==> src/rtl/sync_fifo_param.sv <==
// sync_fifo_param: single-clock parametrised FIFO with occupancy count, threshold flags, read-valid strobe and sticky error flags.
//
// Parameters:
//    WIDTH     data width in bits (>=1)
//    DEPTH     number of entries, power of two, >=2
//    AF_THRESH almost_full asserted when count >= AF_THRESH
//    AE_THRESH almost_empty asserted when count <= AE_THRESH
//
// Ports:
//    clk          clock, all state updates on the rising edge
//    reset        synchronous active-high reset
//    wr_en, din   write request and write data
//    rd_en        read request
//    dout, valid  registered read data and its one-cycle valid strobe
//    count        occupancy 0..DEPTH
//    full, empty, almost_full, almost_empty  decodes of count
//    overflow, underflow  sticky rejected-write / rejected-read flags
//    err_clr      clears overflow/underflow (a same-cycle set wins)
module sync_fifo_param #(
   parameter int WIDTH     = 8,
   parameter int DEPTH     = 16,
   parameter int AF_THRESH = DEPTH - 2,
   parameter int AE_THRESH = 2
) (
   input  logic                       clk,
   input  logic                       reset,
   input  logic                       wr_en,
   input  logic [WIDTH-1:0]           din,
   input  logic                       rd_en,
   output logic [WIDTH-1:0]           dout,
   output logic                       valid,
   output logic [$clog2(DEPTH):0]     count,
   output logic                       full,
   output logic                       empty,
   output logic                       almost_full,
   output logic                       almost_empty,
   output logic                       overflow,
   output logic                       underflow,
   input  logic                       err_clr
);
   localparam int AW = $clog2(DEPTH);
   localparam int CW = AW + 1;
   localparam logic [CW-1:0] DEPTH_C = CW'(DEPTH);
   localparam logic [CW-1:0] AF_C    = CW'(AF_THRESH);
   localparam logic [CW-1:0] AE_C    = CW'(AE_THRESH);

   logic [WIDTH-1:0] mem_q [DEPTH];
   logic [AW-1:0]    wr_ptr_q, wr_ptr_d, rd_ptr_q, rd_ptr_d;
   logic [CW-1:0]    count_q, count_d;
   logic [WIDTH-1:0] dout_q, dout_d;
   logic             valid_q, valid_d, ovf_q, ovf_d, unf_q, unf_d;
   logic             wr_acc, rd_acc;

   assign full         = count_q == DEPTH_C;
   assign empty        = count_q == '0;
   assign almost_full  = count_q >= AF_C;
   assign almost_empty = count_q <= AE_C;

   // A write into a full FIFO is only accepted when a read frees a slot in the same cycle.
   assign wr_acc = wr_en && (!full || rd_en);
   assign rd_acc = rd_en && !empty;

   always_comb begin
      wr_ptr_d = wr_acc ? wr_ptr_q + 1'b1 : wr_ptr_q;
      rd_ptr_d = rd_acc ? rd_ptr_q + 1'b1 : rd_ptr_q;
      count_d  = (wr_acc && !rd_acc) ? count_q + 1'b1 :
                 (rd_acc && !wr_acc) ? count_q - 1'b1 : count_q;
      dout_d   = rd_acc ? mem_q[rd_ptr_q] : dout_q;
      valid_d  = rd_acc;
      ovf_d    = (wr_en && full && !rd_en) ? 1'b1 : (err_clr ? 1'b0 : ovf_q);
      unf_d    = (rd_en && empty) ? 1'b1 : (err_clr ? 1'b0 : unf_q);
   end

   always_ff @(posedge clk) begin
      if (reset) begin
         wr_ptr_q <= '0;
         rd_ptr_q <= '0;
         count_q  <= '0;
         dout_q   <= '0;
         valid_q  <= 1'b0;
         ovf_q    <= 1'b0;
         unf_q    <= 1'b0;
      end else begin
         wr_ptr_q <= wr_ptr_d;
         rd_ptr_q <= rd_ptr_d;
         count_q  <= count_d;
         dout_q   <= dout_d;
         valid_q  <= valid_d;
         ovf_q    <= ovf_d;
         unf_q    <= unf_d;
      end
   end

   // Storage is not reset; a write blocked by reset must not land either.
   always_ff @(posedge clk) begin
      if (!reset && wr_acc) mem_q[wr_ptr_q] <= din;
   end

   assign dout      = dout_q;
   assign valid     = valid_q;
   assign count     = count_q;
   assign overflow  = ovf_q;
   assign underflow = unf_q;
endmodule
==> config.mk <==
export PLATFORM = sky130hd
export DESIGN_NAME = sync_fifo_param
export DESIGN_NICKNAME = d
export VERILOG_FILES = /design/src/rtl/sync_fifo_param.sv
export SDC_FILE = /design/constraint.sdc
export NUM_CORES = 1
export LEC_CHECK = 0
export ABC_AREA = 1
export BUFFER_PORTS_ARGS = -buffer_cell sky130_fd_sc_hd__buf_2
export CORE_ASPECT_RATIO = 0.6
export CORE_MARGIN = 2
export CORE_UTILIZATION = 58
export CTS_BUF_LIST = sky130_fd_sc_hd__clkbuf_2
export CTS_CLUSTER_SIZE = 12
export DETAILED_ROUTE_END_ITERATION = 6
export MAX_ROUTING_LAYER = met4
export PLACE_DENSITY = 0.87
export SETUP_SLACK_MARGIN = 0.15
export SYNTH_ARGS = -nofsm -noshare
export SYNTH_HDL_FRONTEND = slang
export SYNTH_SLANG_ARGS = --single-unit
export TNS_END_PERCENT = 30
==> constraint.sdc <==
create_clock -name clk -period 6.8 [get_ports clk]
set_input_delay 0.68 -clock clk [delete_from_list [all_inputs] [get_ports clk]]
set_output_delay 0.68 -clock clk [all_outputs]
set_load 0.005 [all_outputs]
---- After elaboration in Yosys (flattened, before gate mapping) ----
Memory sizes are Yosys's and may differ from the RTL's. A register that Yosys moved wholly into a read port is not among the register bits.
Cells that the tools add are included.
cells by class
  add/subtract/negate cells ............... 4
  magnitude comparators ................... 2
  equal/unequal tests ..................... 1
  muxes and demuxes ....................... 7
  reduce and logical (&&, ||, !) cells .... 19
operator list
  kind                   number
  $mux W5                2
  $add A4 B1 Y4 const B  2
  $logic_and A1 B1 Y1    8
  $logic_not A1 Y1       6
  $reduce_bool A2 Y1     3
  $add A5 B1 Y5 const B  1
  $eq A5 B5 Y1 const B   1
  $ge A5 B4 Y1 const B   1
  $le A5 B2 Y1 const B   1
  $logic_not A5 Y1       1
  $mux W1                5
  $sub A5 B1 Y5 const B  1
  $logic_or A1 B1 Y1     1
word-level totals
  register bits ........................... 16
  memory bits (writable) .................. 128
  input port bits ......................... 13
  output and inout bits ................... 20
  logic and storage cells ................. 40
  memories kept ........................... 1
memories
  name   depth  bits a word  rd ports  clocked after memory_dff  wr ports  RTL line  source
  mem_q  16     8            1         1                         1         47        logic [WIDTH-1:0] mem_q [DEPTH];

---- Logic depth before layout (Yosys ltp) ----
  depth after elaboration ................. 8
  gate-level depth with buffers ........... 12
  depth with buffers taken out ............ 12

---- Least setup slack after synthesis ----
No wires, ideal clock.
  path kind ............................... input-to-reg
  start ................................... input rd_en
  end ..................................... register count_q[3], in the netlist count[3]
  library setup time ...................... 0.115 ns
  arrival ................................. 2.135 ns
  required time ........................... 6.685 ns
  slack ................................... 4.549 ns
  cell stages on the path ................. 10
  buffers on the path ..................... 0
  path through ............................ o21ai_2 -> inv_2 -> ha_1 -> inv_1 -> ha_1 -> a21oi_1 -> nand2_1 -> xor2_1 -> o21ai_0 -> inv_1
between the ends
  word-level cells in the longest chain between the ends .. 5
  elaborated cells between the ends (all ways) .. 9
  those cells by class .................... 1 x mux; 8 x reduce/logical
RTL lines
  item                                 RTL line  source
  from (decl)                          29        input logic rd_en,
  $logic_or A1 B1 Y1 (*)               60        assign wr_acc = wr_en && (!full || rd_en);
  $logic_and A1 B1 Y1 (*)              60
  via wr_acc                           52        logic wr_acc, rd_acc;
  $logic_not A1 Y1                     67        (rd_acc && !wr_acc) ? count_q - 1'b1 : count_q;
  $logic_and A1 B1 Y1                  67
  $reduce_bool A2 Y1 (no source line)  n/a
  to (signal assigned)                 86        count_q <= count_d;
  to (decl)                            49        logic [CW-1:0] count_q, count_d;
The timed path passes the listed nets; every way through them passes the cells marked *.
A chain may end at the register's enable or synchronous reset.

---- Worst setup path in the final report ----
  start ................................... register count_q[0], in the netlist count[0]
  end ..................................... register count_q[3], in the netlist count[3]
between the ends
  word-level cells in the longest chain between the ends .. 7
  elaborated cells between the ends (all ways) .. 16
  those cells by class .................... 2 x add/sub; 1 x eq/ne; 2 x mux; 11 x reduce/logical
RTL lines
  item                                 RTL line  source
  $eq A5 B5 Y1 (*)                     54        assign full = count_q == DEPTH_C;
  $logic_not A1 Y1 (*)                 60
  $logic_or A1 B1 Y1 (*)               60
  $logic_and A1 B1 Y1 (*)              60
  via wr_acc                           52
  $logic_not A1 Y1                     67
  $logic_and A1 B1 Y1                  67
  $reduce_bool A2 Y1 (no source line)  n/a
The timed path passes the listed nets; every way through them passes the cells marked *. The select of a mux whose other input is x is not followed.

==> flow_summary.json <==
{
  "holdBufCountCts": 0,
  "worstMarginPinSlew_ns": 1.20,
  "fmax_mhz": 372,
  "relSlewSlack_pct": 19.7,
  "leakagePower_nw": 3.08,
  "synthFlopType": "edfxtp_1",
  "cts_tree": "yes",
  "grtUsageTotal_pct": 26.3,
  "finalSetupViolations": 0,
  "htreeDepth": 4,
  "async_flop_share_pct": 0,
  "layout_min_cycle_time_ns": 2.69,
  "synth-edff-count": 128,
  "drc_errors": 0,
  "core_mm2": 0.0113,
  "io_pins": 33,
  "drt-total-wl_um": 14900,
  "irDropWorstVdd_mv": 0.176,
  "die_area_mm2": 0.0124,
  "status": "complete, no violations",
  "cts-resized-gates": 0,
  "grt_max_degree": 68,
  "synth_top_cell_by_area": "edfxtp_1",
  "cts-root-buf": "clkbuf_2",
  "total_power_mw": 2.20,
  "fp-row-count": 30,
  "netlist_area_mm2": 0.00668,
  "synth-seq-cells": 152,
  "dieHeight_um": 87.1,
  "post_cts_buffers": 0,
  "cts_buffers": 17,
  "grt-ovfl-total": 0,
  "dr_total_vias": 4746,
  "clk_latency_ns": 0.70,
  "critPathTopFamily": "compound AO/OA/AOI/OAI gates",
  "fin_skew_ns": 0.0260,
  "cpMostUsedCell": "inv_1",
  "synth.avg_cell_area_um2": 9.87,
  "diodes": 0,
  "wl_per_cell_um": 17.3,
  "first_iter_violations": 579,
  "fin_setup_tns_ns": 0,
  "end_kind": "register",
  "viasPerCell": 5.53,
  "hp-class": "in -> reg",
  "ys_types": 26,
  "rsz0062_at_grt": "false",
  "critPathBufInv": 4,
  "nFillCells": 867,
  "grt_pass1_wl_um": 23300,
  "hold_viol": 0,
  "syn_nets": 700,
  "initial_core_util_pct": 59.3,
  "crit_fanout": 7,
  "drv_slew": 0,
  "synth_top_area_share_pct": 57.5,
  "syn2layout_area_growth_pct": 6.33,
  "dpl.hpwl_um": 9500,
  "post-route-period-util_pct": 39.5,
  "max_stage_delay_ns": 0.43,
  "grt_pass1_vias": 4563,
  "cpMaxStageDelayCell": "dfxtp_1",
  "cap_violations": 0,
  "ys_warn_count": 0,
  "port_buffers": 32,
  "drtPass1Iterations": 5,
  "drive_gt1_share_pct": 11.1,
  "netlist_top_cells_area": "edfxtp_1 (58%), nand2_1 (12%), nand3_1 (7.3%)",
  "syn_inst": 677,
  "holdWs_ns": 0.223,
  "required_ns": 7.41,
  "ys_seq_area_share_pct": 64.7,
  "max-clock-path-buffers": 2,
  "cts.sinks": 152,
  "crit_arrival_ns": 3.29,
  "layout.nets": 724,
  "crit_type": "reg -> reg",
  "clkSlewWorstSetupHoldPaths_ns": 0.21,
  "startpoint_type": "register",
  "place.gp.congestion": 0.859,
  "crit_chain": "inv_1, nand4_1, o21ai_2, inv_2, ha_1, inv_1, ha_1, a21oi_1, nand2_1, xor2_1, o21ai_0, inv_1",
  "power.density_mw_per_mm2": 310,
  "antenna_found_initial": 0,
  "ant_nets": 0,
  "die_w_um": 143
}
## metal layers
metal  track usage [%]  wire length [um]
met1              36.5              6460
met2              39.2              6780
met3              5.44              1410
met4              9.00               223
met5                 -                 0
## area by class of cell
class                   instances  area [um2]  share of cell area [%]
flip-flops and latches        152        4330                    60.9
repair buffers                 34         175                    2.47
inverters                      93         349                    4.92
clock inverters                11         131                    1.85
clock buffers                  21         105                    1.48
multi-input cells             403        1840                    25.8
well taps                     144         180                    2.54
## report_power, final
group	switching [mW]	internal [mW]
clock	0.306	0.208
sequential	0.0438	1.05
combinational	0.398	0.193
## cells in the mapped netlist, drive strengths merged, types with 5 or more instances
master  instances
o21ai           9
nand3          98
clkbuf          5
nor2           39
dfxtp          24
a21oi          15
inv            91
xor2            6
buf            24
nand2         222
edfxtp        128
ha              9
## cells in the final DEF, fill, tap and decap left out, types with 8 or more instances in the layout
master    count
nand3_1      98
clkbuf_2     21
nand2_1     217
o21ai_0       8
dfxtp_1      23
a21oi_1      15
nor2_1       38
edfxtp_1    128
buf_2        32
ha_1          9
inv_1        87
## worst reg2reg max path, stage by stage (launching register included)
cell	delay [ns]
dfxtp_1	0.43
inv_1	0.16
nand4_1	0.19
o21ai_2	0.35
inv_2	0.15
ha_1	0.26
inv_1	0.15
ha_1	0.31
a21oi_1	0.16
nand2_1	0.08
xor2_1	0.14
o21ai_0	0.17
inv_1	0.06
## flip-flops by register name, indices dropped and copies added (netlist names)
signal,count
mem_q,128
dout,8
count,5
rd_ptr_q,4
wr_ptr_q,4
overflow,1
underflow,1
valid,1
## final timing paths
check	startpoint	end	slack, ns	cells after the start
setup / recovery	count[0]$_SDFFE_PP0P_	count[3]$_SDFFE_PP0P_	4.11	12
hold / removal	wr_en	overflow$_SDFFE_PP0P_	0.22	3
hold reg to reg	underflow$_SDFFE_PP0P_	underflow$_SDFFE_PP0P_	0.50	2
setup reg to reg	count[0]$_SDFFE_PP0P_	count[3]$_SDFFE_PP0P_	4.11	12
## cells by family (layout without fill, tap and decap cells)
family,count (synthesis),count (layout),share of synthesized area (%)
and+or+nand+nor,361,361,22.6
AOI/OAI and AO/OA,25,25,1.99
xor gates and xnor gates,7,7,0.918
DFF,152,152,64.7
buffers and inverters,122,159,7.77
adders and majority gates,10,10,1.99
## metrics by stage
stage                     cells  worst slack [ns]  cell area (um2)  util [%]
after floorplan             677              4.55             6680         -
after global placement      826              4.24             6870      61.0
after detailed placement    826              4.12             6870      61.0
after CTS                   858              4.15             7100      63.1
after global routing        858              3.91             7100      63.1
final                       858              4.11             7100      63.1
Note: power is estimated with default switching activity, not from simulation.
